$ cat src/rtl/slot_multi.sv
// Multi-reel slot machine: decimal reels spin on a shared prescaler tick, each frozen by its own stop button.
// Optional win-blink feature is enabled by defining SLOT_MULTI_BLINK_EN.
module slot_multi #(
  parameter int EN_CYCLE = 22,
  parameter int N_REELS  = 3
) (
  input  logic                   clk,
  input  logic                   i_sclr,
  input  logic                   i_start,
  input  logic [N_REELS-1:0]     i_stop,
  output logic [7*N_REELS-1:0]   o_hex,
  output logic                   o_running,
  output logic                   o_win
);

  typedef enum logic [1:0] {IDLE, SPIN, RESULT} state_t;

  state_t               r_state;
  state_t               w_nextState;
  logic [EN_CYCLE-1:0]  r_presc;
  logic                 w_tick;
  logic [3:0]           r_reel [N_REELS];
  logic [N_REELS-1:0]   r_stop;
  logic                 r_running;
  logic                 r_win;
  logic                 w_allEqual;
  logic                 w_blank;

  function automatic logic [6:0] segOf(input logic [3:0] digit);
    case (digit)
      4'd0:    segOf = 7'b1000000;
      4'd1:    segOf = 7'b1111001;
      4'd2:    segOf = 7'b0100100;
      4'd3:    segOf = 7'b0110000;
      4'd4:    segOf = 7'b0011001;
      4'd5:    segOf = 7'b0010010;
      4'd6:    segOf = 7'b0000010;
      4'd7:    segOf = 7'b1111000;
      4'd8:    segOf = 7'b0000000;
      4'd9:    segOf = 7'b0010000;
      default: segOf = 7'b1111111;
    endcase
  endfunction

  // Free-running prescaler; never gated by state so tick phase is independent of i_start.
  always_ff @(posedge clk) begin
    if (i_sclr) r_presc <= '0;
    else        r_presc <= r_presc + 1'b1;
  end

  assign w_tick = &r_presc;

  always_comb begin
    w_nextState = r_state;
    case (r_state)
      IDLE:    if (i_start) w_nextState = SPIN;
      SPIN:    if (&r_stop) w_nextState = RESULT;
      RESULT:  if (i_start) w_nextState = SPIN;
      default: w_nextState = IDLE;
    endcase
  end

  always_comb begin
    w_allEqual = 1'b1;
    for (int k = 1; k < N_REELS; k++) begin
      if (r_reel[k] != r_reel[0]) w_allEqual = 1'b0;
    end
  end

  // A fresh spin clears stop flags and the previous win; the win is latched once on entering RESULT.
  always_ff @(posedge clk) begin
    if (i_sclr) begin
      r_state   <= IDLE;
      r_stop    <= '0;
      r_running <= 1'b0;
      r_win     <= 1'b0;
    end else begin
      r_state   <= w_nextState;
      r_running <= (w_nextState == SPIN);
      if (r_state != SPIN && w_nextState == SPIN) begin
        r_stop <= '0;
        r_win  <= 1'b0;
      end else if (r_state == SPIN) begin
        r_stop <= r_stop | i_stop;
        if (w_nextState == RESULT) r_win <= w_allEqual;
      end
    end
  end

  // A stop request arriving on a tick edge wins over the increment.
  always_ff @(posedge clk) begin
    for (int k = 0; k < N_REELS; k++) begin
      if (i_sclr) begin
        r_reel[k] <= 4'(k % 10);
      end else if (r_state == SPIN && w_tick && !r_stop[k] && !i_stop[k]) begin
        r_reel[k] <= (r_reel[k] == 4'd9) ? 4'd0 : r_reel[k] + 4'd1;
      end
    end
  end

`ifdef SLOT_MULTI_BLINK_EN
  logic r_blink;

  always_ff @(posedge clk) begin
    if (i_sclr)                                        r_blink <= 1'b0;
    else if (r_state == RESULT && w_nextState != RESULT) r_blink <= 1'b0;
    else if (r_state == RESULT && r_win && w_tick)      r_blink <= ~r_blink;
  end

  assign w_blank = r_blink;
`else
  assign w_blank = 1'b0;
`endif

  always_comb begin
    o_hex = '1;
    for (int k = 0; k < N_REELS; k++) begin
      o_hex[7*k +: 7] = w_blank ? 7'b1111111 : segOf(r_reel[k]);
    end
  end

  assign o_running = r_running;
  assign o_win     = r_win;

endmodule

$ cat config.mk
export PLATFORM = sky130hd
export DESIGN_NAME = slot_multi
export DESIGN_NICKNAME = d
export VERILOG_FILES = /design/src/rtl/slot_multi.sv
export SDC_FILE = /design/constraint.sdc
export NUM_CORES = 1
export LEC_CHECK = 0
export BUFFER_PORTS_ARGS = -buffer_cell sky130_fd_sc_hd__buf_2
export CAP_MARGIN = 20
export CORE_MARGIN = 2
export CORE_UTILIZATION = 50
export DETAILED_ROUTE_END_ITERATION = 8
export GPL_ROUTABILITY_DRIVEN = 0
export GPL_TIMING_DRIVEN = 0
export PLACE_DENSITY = 0.7
export REMOVE_ABC_BUFFERS = 1
export SLEW_MARGIN = 10
export SYNTH_ARGS = -nofsm -noshare
export SYNTH_HDL_FRONTEND = slang
export SYNTH_SLANG_ARGS = --single-unit
$ cat constraint.sdc
create_clock -name clk -period 2.4 [get_ports clk]
set_input_delay 0.48 -clock clk [delete_from_list [all_inputs] [get_ports clk]]
set_output_delay 0.48 -clock clk [all_outputs]
set_load 0.01 [all_outputs]
==> impl_metrics.ini <==
[pwr]
clockPowerShare = 0.320
switchingPower_uw = 338.0
seqPwrFrac = 0.566
irDropWorstVdd_mv = 0.3898
p_leak_uw = 0.001136
p_sw_frac = 0.2539
p_per_area_nw_per_um2 = 468.3
internal_power_uw = 993.3
pwr-share-comb = 0.113
power_uw = 1331

[min_path]
hold_class = in -> reg
min_from = i_start
hold_depth = 3

[routing]
wl_per_cell_microns = 11.71
drt_iter0_markers = 59
via_per_inst = 5.318
antenna_left = 0
drc_errors = 0
dr.pass1.iters = 6
drt-total-wl_microns = 4706
vias = 2138

[cells_and_area]
diodes = 0
nFillCells = 446
drive_gt1_frac = 0.1910
multiInputGateArea_sq_um = 1486
syn_to_final_growth_pct = 13.43
regArea_sq_um = 940.9
final_common_cell = nor2_1
layout_common_cells = nor2_1 (44), a21oi_1 (29), dfxtp_1 (29)
final_area_sq_um = 2843
nNetsFinal = 357

[place]
dpl_cell_area_sq_um = 2670
preCtsSetupSlack_ns = -0.1333
port_buffers = 28
dp_hpwl_microns = 3323

[critical_path]
worstPathArrival_ns = 2.19
r2r-start = r_presc[0]
startpoint = r_presc[0]
worstPathMaxFanout = 7
crit_required_ns = 2.35
cpPeakStageDelay_ns = 0.44
r2r_cells = 5
critPathSlowestCell = nor4_2
r2r-end = r_reel[0][3]
endpoint_kind = register
r2r_slack_ns = 0.16
crit_chain = ha_1 -> nand3_1 -> nor4_2 -> nand3_2 -> o31ai_2
criticalPathCategory = reg -> reg
startpoint_type = register
crit_path_end = r_reel[0][3]

[timing]
worst_slack_ns = 0.1601
post-route-period-util = 0.9333
timing.final.crit_period_ns = 2.240
setup_viol = 0
max_slew_margin = 0.6013
slew_violations = 0
hold_viol_final = 0
worst_pin_slew_ns = 0.5980
fmax_ghz = 0.4464
rsz0062_at_grt = no
fin_skew_ns = 0.002860

[floorplanning]
die-area_sq_um = 5594
rows = 25
die_x_microns = 74.80
fp.dieH_microns = 74.80
fp.coreArea_sq_um = 4786
start_util = 0.5237
io_pins = 29

[clock_network]
numClockSinks = 41
path_clk_slew_ns = 0.07
h-tree-depth = 2
clock_latency_ns = 0.29
clockBufferDepth = 2
numCtsBuffers = 5
cts_root_buf = clkbuf_8
cts_tree = done

[job]
drv_cap = 0

[global_routing]
grt_max_degree = 35
grt_pass1_wl_microns = 7817
gr-total-overflow = 0
antenna_found_initial = 0
grt_pass1_vias = 1852
grt_use_total = 0.1782

[synth]
synth_cells = 303
synth_cell_types = 38
synth_top_cell_area_share = 0.2317
yosysTopAreaCell = dfxtp_1
synth_edf_count = 12
ys_seq_elements = 41
ys_warn_count = 0
netlist_top_cells_area = dfxtp_1 (23%), edfxtp_1 (14%), ha_1 (8.5%)
syn_area_sq_um = 2506
synth_top_flop_cell = dfxtp_1
yosysSeqAreaShare = 0.3754
synth_area_per_cell_sq_um = 8.271
synthArstFlopShare = 0

[run_status]
status = completed
==> critical path: cells and delay by family (launching register included) <==
kind / cells / cell delay (ns)
simple gates: 3 / 0.88
flops: 1 / 0.38
compound gates: 1 / 0.43
fa+ha+maj: 1 / 0.22
==> cells by family (layout without fill, tap and decap cells) <==
logic type / Yosys count / in the layout / synth area share
buffers and inverters: 25 / 57 / 0.04344
XOR/XNOR: 17 / 17 / 0.05941
flip-flops: 41 / 41 / 0.3754
AND/OR/NAND/NOR: 140 / 140 / 0.2936
AO/OA/AOI/OAI: 60 / 60 / 0.1303
adder cells (fa/ha/maj): 17 / 17 / 0.08487
multiplexers: 3 / 3 / 0.01298
==> metal layers <==
metal,vias up,part of all wire,GRT usage
li1,1121,-,-
met1,987,0.47,0.2174
met2,24,0.49,0.3166
met3,6,0.028,0.03748
met4,0,0.013,0.05357
met5,-,0,0
==> flip-flops by register name, summed over array words and instances, names as in the netlist <==
name       flops
r_stop         3
r_state        2
o_running      1
r_presc       22
r_reel        12
o_win          1
==> area by class of cell <==
type | instances | share of cell area
multi-input combinational | 237 | 0.5229
sequential | 41 | 0.3310
timing repair buffer | 36 | 0.07042
tap | 67 | 0.02949
clock buffer | 6 | 0.02553
inverter | 13 | 0.01717
clock inverter | 2 | 0.003521
==> what timing repair did <==
item | CTS | global route
endpoints found under the setup margin | 12 | 18
setup buffers | 0 | 8
resized for setup | 1 | 4
hold buffers | 0 | 0
==> Yosys cell counts, drive strengths merged (3+ instances only) <==
cell type / count
ha: 17
a31oi: 3
dfxtp: 29
inv: 13
xor2: 7
or3: 6
nor4: 5
or2: 5
a21oi: 29
and3: 7
o31ai: 3
xnor2: 10
nand4: 8
nand2: 27
edfxtp: 12
nor2b: 4
nor3b: 3
nand3: 12
nor2: 44
clkbuf: 10
nor3: 11
o21ai: 19
==> power by group through the flow <==
stage / combinational [uW] / clock [uW] / sequential [uW]
final: 151 / 427 / 754
after global routing: 172 / 471 / 757
after CTS: 142 / 443 / 755
after detailed placement: 141 / 0 / 771
after global placement: 139 / 0 / 770
after floorplan: 91.5 / 0 / 764
==> worst min-delay path by stage <==
stage	slack [ns]	endpoint
detailed placement	0.45	o_win
CTS	0.45	r_stop[0]
floorplan	0.43	r_presc[0]
global placement	0.44	r_presc[0]
finish	0.46	r_state[1]
global route	0.47	r_state[1]
==> stage by stage <==
stage	std cells	setup TNS (ns)	hold WS, ns	util
6_report	402	0	0.4607	0.5940
4_1_cts	394	-1.234	0.4473	0.5762
3_3_place_gp	386	-1.059	0.4443	0.5579
3_5_place_dp	386	-1.446	0.4488	0.5579
2_1_floorplan	291	0	0.4295	-
5_1_grt	402	0	0.4709	0.5940
Note: power is estimated with default switching activity, not from simulation.
